==> config.mk <==
export PLATFORM = sky130hd
export DESIGN_NAME = excess3_bcd_seq_ctrl
export DESIGN_NICKNAME = d
export VERILOG_FILES = /design/src/rtl/excess3_bcd_seq_ctrl.sv
export SDC_FILE = /design/constraint.sdc
export NUM_CORES = 1
export LEC_CHECK = 0
export BUFFER_PORTS_ARGS = -buffer_cell sky130_fd_sc_hd__buf_2
export CAP_MARGIN = 40
export CORE_UTILIZATION = 54
export CTS_BUF_LIST = sky130_fd_sc_hd__clkbuf_2 sky130_fd_sc_hd__clkbuf_4 sky130_fd_sc_hd__clkbuf_8
export DETAILED_ROUTE_END_ITERATION = 8
export PLACE_DENSITY = 0.81
export SLEW_MARGIN = 20
export SYNTH_ARGS = -nofsm -noshare
export SYNTH_HDL_FRONTEND = slang
export SYNTH_SLANG_ARGS = --single-unit
==> constraint.sdc <==
create_clock -name clk -period 1.2 [get_ports clk]
set_input_delay 0.12 -clock clk [delete_from_list [all_inputs] [get_ports clk]]
set_output_delay 0.12 -clock clk [all_outputs]
set_load 0.1 [all_outputs]
==> src/rtl/excess3_bcd_seq_ctrl.sv <==
// excess3_bcd_seq_ctrl
// Sequential excess-3 to BCD word converter. A captured word is converted one
// digit per clock through a single shared 4-bit converter, least significant
// digit first, and the result is held until the consumer takes it.
//
// Handshake (both ports): a transfer happens on a rising clk edge where the
// producer's valid and the consumer's ready are both 1. in_ready is 1 only in
// IDLE (and never while rst_n is low). out_valid is 1 only in DONE, and
// out_data/out_err stay frozen until the edge that transfers the word.
//
// Compile-time option: EXCESS3_ERR_DETECT_EN
//   defined   -> invalid digits (outside 4'h3..4'hC) convert to 4'hF and set out_err
//   undefined -> every digit is plain subtract-3 mod 16, out_err is tied to 0
module excess3_bcd_seq_ctrl #(
  parameter int DIGITS = 4
) (
  input  logic                  clk,
  input  logic                  rst_n,
  input  logic                  in_valid,
  output logic                  in_ready,
  input  logic [4*DIGITS-1:0]   in_data,
  output logic                  out_valid,
  input  logic                  out_ready,
  output logic [4*DIGITS-1:0]   out_data,
  output logic                  out_err,
  output logic                  busy,
  output logic [1:0]            dbg_state
);

  localparam int W = 4 * DIGITS;

  typedef enum logic [1:0] {
    IDLE = 2'd0,
    CONV = 2'd1,
    DONE = 2'd2
  } state_t;

  state_t        state;
  logic [W-1:0]  sreg;
  logic [2:0]    cnt;
  logic [3:0]    cur_digit;
  logic [3:0]    conv_digit;
  logic          last_digit;

  // The digit being converted always sits in the low nibble of the shift register.
  assign cur_digit  = sreg[3:0];
  assign last_digit = (cnt == 3'(DIGITS - 1));

  assign in_ready  = rst_n && (state == IDLE);
  assign busy      = (state != IDLE);
  assign dbg_state = state;

`ifdef EXCESS3_ERR_DETECT_EN
  logic conv_bad;
  logic err_q;

  // Shared digit converter: out-of-range digits map to 4'hF and are flagged.
  always_comb begin
    conv_bad   = (cur_digit < 4'h3) || (cur_digit > 4'hC);
    conv_digit = conv_bad ? 4'hF : (cur_digit - 4'h3);
  end

  assign out_err = err_q;
`else
  // Shared digit converter: plain subtract-3, wrapping mod 16.
  always_comb begin
    conv_digit = cur_digit - 4'h3;
  end

  assign out_err = 1'b0;
`endif

  // Control FSM with its datapath registers; all outputs except the state
  // decodes are registered here.
  always_ff @(posedge clk) begin
    if (!rst_n) begin
      state     <= IDLE;
      cnt       <= 3'd0;
      sreg      <= '0;
      out_valid <= 1'b0;
      out_data  <= '0;
`ifdef EXCESS3_ERR_DETECT_EN
      err_q     <= 1'b0;
`endif
    end else begin
      case (state)
        IDLE: begin
          if (in_valid) begin
            sreg     <= in_data;
            cnt      <= 3'd0;
            out_data <= '0;
`ifdef EXCESS3_ERR_DETECT_EN
            err_q    <= 1'b0;
`endif
            state    <= CONV;
          end
        end
        CONV: begin
          // Each converted digit enters at the top and drifts down, so after
          // DIGITS steps digit 0 lands in the least significant nibble.
          out_data <= W'({conv_digit, out_data} >> 4);
          sreg     <= sreg >> 4;
`ifdef EXCESS3_ERR_DETECT_EN
          err_q    <= err_q | conv_bad;
`endif
          if (last_digit) begin
            cnt       <= 3'd0;
            out_valid <= 1'b1;
            state     <= DONE;
          end else begin
            cnt <= cnt + 3'd1;
          end
        end
        DONE: begin
          if (out_ready) begin
            out_valid <= 1'b0;
            state     <= IDLE;
          end
        end
        default: begin
          out_valid <= 1'b0;
          state     <= IDLE;
        end
      endcase
    end
  end

endmodule
# [After elaboration in Yosys (flattened, before gate mapping)]
# Index checks and enable logic that the tools add are counted.
[totals] register_bits=38 output_inout_bits=22
[classes] bitwise=1 muxes=14 n_addsub=2 n_reduce_logical=7 n_eq_ne=6
[ops] op="16-bit case mux with 2 select lines" n=2
[ops] op="16-bit two-way mux" n=2
[ops] op="2-bit two-way mux" n=3
[ops] op="3-bit two-way mux" n=2
[ops] op="2-bit != test, second input constant" n=3
[ops] op="2-bit case mux with 3 select lines" n=1
[ops] op="3-bit case mux with 2 select lines" n=1
[ops] op="3-bit AND reduction" n=2
[ops] op="2-bit nonzero test" n=2
[ops] op="4-bit by 2-bit subtractor with 4-bit output, second input constant" n=1
[ops] op="3-bit by 1-bit adder with 3-bit output, second input constant" n=1
[ops] op="3-bit by 2-bit equality test with 1-bit output, second input constant" n=1
[ops] op="1-bit case mux with 3 select lines" n=1
[ops] op="2-bit by 1-bit equality test with 1-bit output, second input constant" n=1
[ops] op="2-bit equality test, second input constant" n=1
[ops] op="2-bit zero test" n=1
[ops] op="1-bit two-way mux" n=2
[ops] op="2-bit AND reduction" n=1
[ops] op="1-bit logical AND" n=1
[ops] op="1-bit NOT" n=1

# [Longest topological paths before layout]
[depth] word_depth=3 mapped_depth=5 depth_no_buf=4

# [Worst setup path before layout]
# Ideal clock, no wire load.
[synth_timing] path_kind="reg2out" from="register state[0], in the netlist dbg_state[0]" to="output in_ready" required_ns=1.080 n_path_buf=1 arrival_ns=2.871 slack_ns=-1.791 path_stages_with_launch=4 path_cell_list="dfxtp_1 -> buf_2 -> or2_2 -> nor2_1"
[synth_between] elab_chain_cells=2
[synth_rtl] item="start: declaration" line_no="38" rtl="state_t state;"
[synth_rtl] item="start signal: assignment" line_no="77" rtl="state <= IDLE;"
[synth_rtl] item="start signal: assignment" line_no="95" rtl="state <= CONV;"
[synth_rtl] item="start signal: assignment" line_no="109" rtl="state <= DONE;"
[synth_rtl] item="2-bit zero test" line_no="49" rtl="assign in_ready = rst_n && (state == IDLE);"
[synth_rtl] item="1-bit logical AND" line_no="49"
[synth_rtl] item="end: declaration" line_no="20" rtl="output logic in_ready,"
# Every way passes these cells.

# [Worst setup path after layout]
[layout_timing] from="register state[1], in the netlist dbg_state[1]" to="output in_ready"
# The elaborated chain is that of the path after synthesis.

==> reports/qor.yml <==
placement:
  dpl_cell_area_um2: 2130
  io_buffer_count: 40
  globalplace.congestion: 0.735
  hpwl_mm: 2.67
  dpl_worst_slack_ns: 0.0137
  dp.cells: 242
detailed_routing:
  finalWirelength_mm: 4.59
  antenna_left: 0
  wl_per_cell_um: 17.6
  vias: 1566
  drc: 8
  first_pass_iters: 6
  vias_per_cell: 6.02
  first_iter_violations: 67
worst_setup_path:
  start_kind: "flop"
  crit_required_ns: 1.08
  end_kind: "primary output"
  r2r_slack_ns: -0.11
  cp_max_fo: 2
  critPathArrivalTime_ns: 1.25
  path_class: "reg2out"
clock_network:
  cts_made_buffers: 5
  clockRootBuffer: "clkbuf_4"
  cts_tree: "done"
  path_clk_slew_ns: 0.12
  clk_latency_ns: 0.35
  htreeDepth: 2
  clock_sinks: 38
  clock_path_buffers: 2
logic_synthesis:
  synth.net_count: 196
  async_flop_share: 0
  synth_largest_area_cell: "dfxtp_1"
  synth_top_cell_area_share: 0.466
  synth_cells: 174
  synth_warnings: 0
  ys_seq_area_frac: 0.466
  synthFlopType: "dfxtp_1"
  synth.avg_cell_area_um2: 9.38
  synth_seq_cells: 38
  ys_types: 34
  netlist_area_um2: 1630
  synth_edf_count: 0
  synthTopCellsByArea: "dfxtp_1 47%, a22oi_1 8.7%, nor2_1 8.1%"
floorplanning:
  die_y_um: 57.0
  die_area_um2: 3250
  ios: 42
  die_w_um: 57.0
  core_um2: 2810
  start_util: 0.582
  rows: 19
sta:
  finalClockSkew_ns: 0.0182
  rsz0062_at_grt: "true"
  setup_viol: 30
  slew_violations: 0
  hold_viol: 0
  min_period_ns: 1.37
  fin_crit_sh: 1.14
  fmax_ghz: 0.728
  setup_ws_ns: -0.173
global_route:
  met1_usage: 0.274
  gr-total-overflow: 0
  grt_first_pass_wirelength_mm: 6.23
  antenna_found_initial: 0
  grt_start_max_net_pins: 21
  top_usage_layer: "met2"
  track_usage: 0.253
  met2_usage: 0.442
  met3_usage: 0.0884
  grt_pass1_vias: 1428
pwr:
  ir_worst_vdd_mv: 1.46
  power_density_nw_per_um2: 1400
  p_leak_nw: 0.987
  power_mw: 3.43
run_status:
  violations: "DRC, setup timing"
  run_status: "complete, but fails checks"
final_layout:
  area.growth.synth_to_final_pct: 50.4
  drive_above_1_share: 0.555
  fin_area_um2: 2450
  final_nets: 251
  antenna_cells: 0
  finalNonFillerCells: 260
min_path:
  worstHoldPathType: "in2reg"
job:
  drv_cap: 0
per-layer routing:
metal	wire length, µm	up-vias
met5	0	-
met4	140	0
met3	302	16
met2	2390	75
met1	1750	744
li1	-	731
kinds of logic (layout without fill, tap and decap cells):
logic type | after synthesis | after routing | synth area share
AOI/OAI and AO/OA | 53 | 53 | 0.265
xor gates and xnor gates | 1 | 1 | 0.00537
adders and majority gates | 2 | 2 | 0.0153
buffers and inverters | 20 | 74 | 0.0652
DFF | 38 | 38 | 0.466
muxes | 1 | 1 | 0.00690
other | 1 | 1 | 0.00230
and+or+nand+nor | 58 | 59 | 0.173
registers in the layout, summed over array words and instances, names as in the netlist:
name,cells
sreg,16
out_data,16
cnt,3
out_valid,1
dbg_state,2
cell type report:
type	instances	area (µm²)
inverters	6	22.5
fillers	123	352
well taps	31	38.8
flip-flops and latches	38	792
repair buffers	61	599
clock buffers	6	51.3
clock inverters	1	30.0
multi-input cells	117	920
layout by cell type, fill, tap and decap left out, types with 4 or more instances in the layout:
master / synthesis / layout
nor2_4: 1 / 5
a22oi_1: 19 / 5
nor2_2: 0 / 6
dfxtp_1: 38 / 17
a21oi_1: 14 / 14
clkbuf_4: 0 / 6
o221a_1: 9 / 9
nor2b_1: 10 / 9
buf_12: 0 / 13
buf_2: 7 / 20
dfxtp_2: 0 / 19
nor2_1: 35 / 26
a22oi_2: 0 / 14
buf_4: 2 / 24
inv_1: 4 / 4
stage by stage:
| stage | setup TNS (ns) | utilization | hold WS, ns |
|---|---|---|---|
| global route | -2.98 | 0.875 | 0.00619 |
| CTS | -0.730 | 0.828 | 0.0114 |
| floorplan | -1.93 | - | 0.243 |
| global placement | 0 | 0.760 | 0.358 |
| detailed placement | 0 | 0.760 | 0.367 |
| finish | -1.48 | 0.875 | 0.00958 |
worst max-delay path: stages, from the launching register on:
cell and delay, ns:
dfxtp_4 0.36, or2_4 0.28, nor2_4 0.10, buf_12 0.18
report_power, final:
part           switching [mW]  leakage [nW]  internal (mW)  total [mW]
clock                   0.410        0.0443          0.485       0.895
combinational           0.639         0.621          0.470        1.11
sequential             0.0718         0.321           1.35        1.43
total                    1.12         0.987           2.31        3.43
what timing repair did:
action | 4_1_cts | 5_1_grt
pin swaps | 1 | 4
gates cloned | 1 | 2
endpoints found under the setup margin | 17 | 40
hold endpoints to repair | 0 | 0
hold buffers | 0 | 0
setup buffers | 4 | 4
gates resized for setup | 20 | 20
Yosys cell counts, drive strengths merged, types with 3 or more instances:
| library cell | n |
|---|---|
| a22oi | 19 |
| nor2 | 36 |
| dfxtp | 38 |
| inv | 6 |
| a221oi | 3 |
| buf | 12 |
| nor2b | 10 |
| a22o | 3 |
| a21oi | 14 |
| o221a | 9 |
worst paths after layout:
check,from,to,cells past startpoint
max,dbg_state[1],in_ready,3
min,in_data[14],sreg[14],3
max reg2reg,dbg_state[1],dbg_state[1],6
min reg2reg,cnt[2],cnt[2],2
No activity file was read; power rests on OpenSTA's default activity.
